$ cat src/rtl/mul_div_unit_if.sv
// Operand/result bundle between the execute-stage control and mul_div_unit.
// master drives operands and MTHI/MTLO writes; slave returns busy/done and HI/LO.
interface mul_div_unit_if #(
    parameter int WIDTH = 32
);
    logic             start;
    logic [1:0]       op;
    logic [WIDTH-1:0] a;
    logic [WIDTH-1:0] b;
    logic             hi_we;
    logic             lo_we;
    logic [WIDTH-1:0] wdata;
    logic             busy;
    logic             done;
    logic [WIDTH-1:0] hi;
    logic [WIDTH-1:0] lo;

    modport master (
        output start, op, a, b, hi_we, lo_we, wdata,
        input  busy, done, hi, lo
    );

    modport slave (
        input  start, op, a, b, hi_we, lo_we, wdata,
        output busy, done, hi, lo
    );
endinterface

$ cat src/rtl/mul_div_unit.sv
// Iterative MULT/MULTU (shift-add) and DIV/DIVU (restoring) unit, one bit per cycle.
// Optional macro MUL_DIV_ABORT_EN adds an abort input that cancels an op in flight.
module mul_div_unit #(
    parameter int WIDTH = 32
) (
    input logic clk,
    input logic reset,
`ifdef MUL_DIV_ABORT_EN
    input logic abort,
`endif
    mul_div_unit_if.slave bus
);

    localparam int CW = $clog2(WIDTH + 1);

    typedef enum logic [1:0] {IDLE, RUN, FIX} state_t;

    state_t           state;
    state_t           state_next;
    logic [CW-1:0]    count;
    logic [WIDTH-1:0] acc;
    logic [WIDTH-1:0] quo;
    logic [WIDTH-1:0] m;
    logic             sign_a;
    logic             sign_b;
    logic             is_div;
    logic [WIDTH-1:0] hi_r;
    logic [WIDTH-1:0] lo_r;
    logic             done_r;
    logic             abort_hit;
    logic             last;

    logic [WIDTH:0]     mul_sum;
    logic [WIDTH:0]     div_trial;
    logic               div_fits;
    logic [WIDTH-1:0]   acc_step;
    logic [WIDTH-1:0]   quo_step;
    logic               neg_res;
    logic [2*WIDTH-1:0] prod;
    logic [2*WIDTH-1:0] prod_fix;
    logic [WIDTH-1:0]   hi_fix;
    logic [WIDTH-1:0]   lo_fix;
    logic               a_neg;
    logic               b_neg;
    logic [WIDTH-1:0]   a_abs;
    logic [WIDTH-1:0]   b_abs;

`ifdef MUL_DIV_ABORT_EN
    assign abort_hit = abort;
`else
    assign abort_hit = 1'b0;
`endif

    assign last     = (count == CW'(WIDTH - 1));
    assign bus.busy = (state != IDLE);
    assign bus.done = done_r;
    assign bus.hi   = hi_r;
    assign bus.lo   = lo_r;

    always_comb begin
        state_next = state;
        case (state)
            IDLE:    if (bus.start) state_next = RUN;
            RUN:     if (abort_hit) state_next = IDLE;
                     else if (last) state_next = FIX;
            FIX:     state_next = IDLE;
            default: state_next = IDLE;
        endcase
    end

    // acc/quo double as product high/low (multiply) or remainder/dividend-quotient (divide)
    always_comb begin
        mul_sum   = {1'b0, acc} + (quo[0] ? {1'b0, m} : '0);
        div_trial = {acc, quo[WIDTH-1]};
        div_fits  = (div_trial >= {1'b0, m});
        if (is_div) begin
            acc_step = div_fits ? WIDTH'(div_trial - {1'b0, m}) : div_trial[WIDTH-1:0];
            quo_step = {quo[WIDTH-2:0], div_fits};
        end else begin
            acc_step = mul_sum[WIDTH:1];
            quo_step = {mul_sum[0], quo[WIDTH-1:1]};
        end
    end

    // Divide by zero leaves |a| in acc, so the normal remainder fixup restores a itself
    always_comb begin
        neg_res  = sign_a ^ sign_b;
        prod     = {acc, quo};
        prod_fix = neg_res ? -prod : prod;
        if (is_div) begin
            hi_fix = sign_a ? -acc : acc;
            lo_fix = (m == '0) ? '1 : (neg_res ? -quo : quo);
        end else begin
            hi_fix = prod_fix[2*WIDTH-1:WIDTH];
            lo_fix = prod_fix[WIDTH-1:0];
        end
    end

    always_comb begin
        a_neg = bus.op[0] & bus.a[WIDTH-1];
        b_neg = bus.op[0] & bus.b[WIDTH-1];
        a_abs = a_neg ? -bus.a : bus.a;
        b_abs = b_neg ? -bus.b : bus.b;
    end

    always_ff @(posedge clk) begin
        if (reset) begin
            state  <= IDLE;
            count  <= '0;
            acc    <= '0;
            quo    <= '0;
            m      <= '0;
            sign_a <= 1'b0;
            sign_b <= 1'b0;
            is_div <= 1'b0;
            hi_r   <= '0;
            lo_r   <= '0;
            done_r <= 1'b0;
        end else begin
            state  <= state_next;
            done_r <= 1'b0;
            case (state)
                IDLE: begin
                    if (bus.start) begin
                        acc    <= '0;
                        quo    <= a_abs;
                        m      <= b_abs;
                        sign_a <= a_neg;
                        sign_b <= b_neg;
                        is_div <= bus.op[1];
                        count  <= '0;
                    end else begin
                        if (bus.hi_we) hi_r <= bus.wdata;
                        if (bus.lo_we) lo_r <= bus.wdata;
                    end
                end
                RUN: begin
                    if (!abort_hit) begin
                        acc   <= acc_step;
                        quo   <= quo_step;
                        count <= count + 1'b1;
                    end
                end
                FIX: begin
                    if (!abort_hit) begin
                        hi_r   <= hi_fix;
                        lo_r   <= lo_fix;
                        done_r <= 1'b1;
                    end
                end
                default: ;
            endcase
        end
    end

endmodule
$ cat src/flat_wrapper.sv
// flat-port wrapper written by rule: the top's interface ports become plain ports
module mul_div_unit_flat 
#(
    parameter int WIDTH = 32
)
  (clk, reset, bus_start, bus_op, bus_a, bus_b, bus_hi_we, bus_lo_we, bus_wdata, bus_busy, bus_done, bus_hi, bus_lo);
  mul_div_unit_if #(.WIDTH(WIDTH)) bus_i ();
  input logic clk;
  input logic reset;
  input wire logic [$bits(bus_i.start)-1:0] bus_start;
  input wire logic [$bits(bus_i.op)-1:0] bus_op;
  input wire logic [$bits(bus_i.a)-1:0] bus_a;
  input wire logic [$bits(bus_i.b)-1:0] bus_b;
  input wire logic [$bits(bus_i.hi_we)-1:0] bus_hi_we;
  input wire logic [$bits(bus_i.lo_we)-1:0] bus_lo_we;
  input wire logic [$bits(bus_i.wdata)-1:0] bus_wdata;
  output wire logic [$bits(bus_i.busy)-1:0] bus_busy;
  output wire logic [$bits(bus_i.done)-1:0] bus_done;
  output wire logic [$bits(bus_i.hi)-1:0] bus_hi;
  output wire logic [$bits(bus_i.lo)-1:0] bus_lo;
  assign bus_i.start = bus_start;
  assign bus_i.op = bus_op;
  assign bus_i.a = bus_a;
  assign bus_i.b = bus_b;
  assign bus_i.hi_we = bus_hi_we;
  assign bus_i.lo_we = bus_lo_we;
  assign bus_i.wdata = bus_wdata;
  assign bus_busy = bus_i.busy;
  assign bus_done = bus_i.done;
  assign bus_hi = bus_i.hi;
  assign bus_lo = bus_i.lo;
  mul_div_unit #(.WIDTH(WIDTH)) u_core (.clk(clk), .reset(reset), .bus(bus_i));
endmodule
$ cat config.mk
export PLATFORM = sky130hd
export DESIGN_NAME = mul_div_unit_flat
export DESIGN_NICKNAME = d
export VERILOG_FILES = /design/src/rtl/mul_div_unit_if.sv /design/src/rtl/mul_div_unit.sv /design/src/flat_wrapper.sv
export SDC_FILE = /design/constraint.sdc
export NUM_CORES = 1
export LEC_CHECK = 0
export BUFFER_PORTS_ARGS = -buffer_cell sky130_fd_sc_hd__buf_2
export CORE_MARGIN = 10
export CORE_UTILIZATION = 35
export CTS_BUF_LIST = sky130_fd_sc_hd__clkbuf_4 sky130_fd_sc_hd__clkbuf_8
export DETAILED_ROUTE_END_ITERATION = 10
export GPL_TIMING_DRIVEN = 0
export PLACE_DENSITY = 0.57
export SLEW_MARGIN = 0
export SYNTH_ARGS = -nofsm -noshare
export SYNTH_HDL_FRONTEND = slang
export SYNTH_SLANG_ARGS = --single-unit
$ cat constraint.sdc
create_clock -name clk -period 9.8 [get_ports clk]
set_clock_uncertainty 0.15 [all_clocks]
set_input_delay 0 -clock clk [delete_from_list [all_inputs] [get_ports clk]]
set_output_delay 0 -clock clk [all_outputs]
set_load 0.01 [all_outputs]
==> run_results.csv <==
group,metric,value,unit
synthesis,synth_edf_count,0,
route,route.vias.total,15690,
cells_and_area,nets,2353,
clocking,clk_transition_reported_paths,110,ps
global_routing,grt_remaining_overflow,0,
min_path,holdCritPathClass,"in2reg",
global_routing,wire_length_of_the_first_global_routing_pass,91350,um
place,gpl.final_weighted_congestion,0.9501,
global_routing,grt_start_max_net_pins,17,
synthesis,netlist_instances,1861,
synthesis,synth.lib_cells_used.distinct,88,
timing,tns,0,ps
timing,final-setup-viol-count,0,
floorplanning,die-width,221.0,um
route,wl_per_cell,22.11,um
synthesis,dominantRegCellSynth,"dfxtp_1",
synthesis,post_synth.cell_area_avg,7.600,sq um
place,placed_cells_incl_taps,2554,
clocking,cts_root_buffer,"clkbuf_8",
timing,tightestPinTransition,1077,ps
synthesis,yosysWarningCount,0,
synthesis,synth_seq_area_share,24.35,%
clocking,worst_skew_pair.late_latency,510,ps
setup_path,crit_type,"reg2reg",
floorplanning,fp.dieH,221.0,um
timing,worst_hold_slack,84.43,ps
clocking,number_of_instances_resized_during_post_cts_repair,0,
route,drt_wl_total,60130,um
synthesis,async_flop_share,0,%
cells_and_area,drive_gt1_share,11.50,%
cells_and_area,layout.cells.non_filler,2719,
clocking,ctsHoldBuffers,131,
power_and_ir_drop,cellLeakagePower,6.878,nW
cells_and_area,flow.area_growth_from_synthesis,22.97,%
setup_path,critical_path_arrival,4720,ps
clocking,cts_tree,"built",
timing,relSlewSlack,28.18,%
clocking,htree_num_levels,4,
setup_path,worst_setup_path_end_kind,"flip-flop",
timing,layout_worst_path_cycle_share,45.63,%
setup_path,startpoint_type,"flip-flop",
floorplanning,placementRows,73,
clocking,postCtsSetupRepairBufs,0,
setup_path,cp.required,10050,ps
route,drcViolationCount,0,
clocking,clock-sinks,172,
status,run_status,"finished, final reports clean",
cells_and_area,final_core_util,43.67,%
place,buffer_ports.inserted,168,
cells_and_area,design_area,17390,sq um
power_and_ir_drop,power_density,117.3,nW/um^2
route,ant_nets,0,
synthesis,syn_area,14140,sq um
clocking,clock_buffers_created_by_tritoncts,17,
floorplanning,floorplan.io_pins,169,
synthesis,ys_seq_elements,172,
global_routing,gr-usage-all-layers,23.30,%
place,post_dp_cell_area,15640,sq um
clocking,clockBufferDepth,2,
power_and_ir_drop,vdd_ir_drop_max,0.07529,mV
job,cap_viol_max_count,0,
global_routing,antenna_found_initial,2,
route,detailedRoute.firstIterationViolations,1350,
timing,final-max-slew-violation-count,0,
synthesis,synth_fp_nets,2035,
floorplanning,core_area,39820,sq um
timing,grt_setup_unrepaired,"no",
floorplanning,initial_utilization,35.52,%
floorplanning,die_area,48850,sq um
place,dp.final_hpwl,48170,um
timing,timing_hold_violations_final,0,
setup_path,critPathMaxFanout,10,
global_routing,grt_pass1_vias,15020,
timing,final_period_minus_worst_setup_slack,4472,ps
route,drt_pre_antenna_iters,5,
route,post_drt_via_cell_ratio,5.771,
timing,clock.fmax,223.6,MHz
## Yosys cell counts, types with 19 or more instances
| master | n | area (sq um) |
|---|---|---|
| a211oi_1 | 112 | 840.8 |
| a21o_1 | 27 | 202.7 |
| a21oi_1 | 162 | 810.8 |
| a31oi_1 | 19 | 118.9 |
| clkbuf_1 | 98 | 367.9 |
| dfxtp_1 | 172 | 3443 |
| ha_1 | 69 | 863.3 |
| inv_1 | 63 | 236.5 |
| mux2i_1 | 68 | 680.7 |
| nand2_1 | 148 | 555.5 |
| nand2b_1 | 20 | 125.1 |
| nand3_1 | 29 | 145.1 |
| nor2_1 | 223 | 837.1 |
| nor2b_1 | 20 | 125.1 |
| nor3_1 | 36 | 180.2 |
| nor4_1 | 25 | 156.4 |
| o211ai_1 | 20 | 150.1 |
| o21ai_0 | 90 | 450.4 |
| o221ai_1 | 30 | 262.8 |
| or3_1 | 24 | 150.1 |
| xnor2_1 | 81 | 709.4 |
| xor2_1 | 74 | 648.1 |
## worst max-delay path, stage by stage (launching register included)
cell       delay [ps]
dfxtp_1           410
inv_1             290
clkbuf_1          390
nor2_1            130
ha_1              370
o211ai_1          100
a21oi_1           220
o2111ai_1         240
a211oi_1          570
o21ai_0           350
a311oi_1          610
xor2_1            150
a22oi_1           270
nand3_1           110
## through the flow
step | setup slack (ps) | total power [mW]
CTS | 5490 | 2.034
floorplan | 6558 | 1.198
global placement | 5458 | 1.421
detailed placement | 5512 | 1.426
finish | 5328 | 2.040
global route | 5064 | 2.133
## logic make-up (layout without fill, tap and decap cells)
family / count (synthesis) / in the layout / share of synthesized area [%]
adders and majority gates: 71 / 71 / 6.387
xor gates and xnor gates: 155 / 155 / 9.598
other: 0 / 2 / 0
and+or+nand+nor: 605 / 605 / 20.93
DFF: 172 / 172 / 24.35
buffers and inverters: 186 / 517 / 5.193
AOI/OAI and AO/OA: 602 / 602 / 28.57
muxes: 70 / 70 / 4.972
## sequential cells by signal, indices dropped and copies added, names as in the netlist
register	flops
u_core.is_div	1
u_core.m	32
u_core.bus.done	1
u_core.bus.lo	32
u_core.state	2
u_core.bus.hi	32
u_core.count	6
u_core.quo	32
u_core.sign_a	1
u_core.sign_b	1
u_core.acc	32
## area by class of cell
type,count,area [sq um]
Buffer,122,494.2
Tap cell,525,656.9
Clock inverter,13,178.9
Fill cell,4155,22430
Inverter,64,240.2
Clock buffer,19,255.2
Timing Repair Buffer,299,2152
Antenna cell,2,5.005
Sequential cell,172,3443
Multi-Input combinational cell,1503,9966
## where the power goes
| part | internal, mW | switching (mW) |
|---|---|---|
| clock network | 0.269 | 0.302 |
| logic | 0.265 | 0.411 |
| registers | 0.740 | 0.0521 |
| total | 1.27 | 0.766 |
## metal layers
metal	global-route usage [%]	up-vias	part of all wire, %
li1	-	7499	-
met1	30.72	7556	46
met2	38.89	573	47
met3	3.612	63	6.0
met4	5.658	0	1.8
met5	0	-	0
## final timing paths
path	startpoint	endpoint	slack [ps]	cells after the start
max	u_core.quo[0]$_SDFFE_PP0P_	u_core.acc[23]$_SDFFE_PP0P_	5330	13
min	bus_start	u_core.bus.hi[22]$_SDFFE_PP0P_	80	5
max reg2reg	u_core.quo[0]$_SDFFE_PP0P_	u_core.acc[23]$_SDFFE_PP0P_	5330	13
min reg2reg	u_core.bus.lo[7]$_SDFFE_PP0P_	u_core.bus.lo[7]$_SDFFE_PP0P_	300	2
## cells in the final DEF, fill, tap and decap left out, types with 74 or more instances in the layout
| cell type | netlist | final |
|---|---|---|
| nor2_1 | 223 | 223 |
| buf_2 | 10 | 178 |
| dfxtp_1 | 172 | 172 |
| a21oi_1 | 162 | 162 |
| nand2_1 | 148 | 148 |
| dlygate4sd3_1 | 0 | 131 |
| a211oi_1 | 112 | 112 |
| clkbuf_1 | 98 | 98 |
| o21ai_0 | 90 | 90 |
| xnor2_1 | 81 | 81 |
| xor2_1 | 74 | 74 |
No activity file was read; power rests on OpenSTA's default activity.
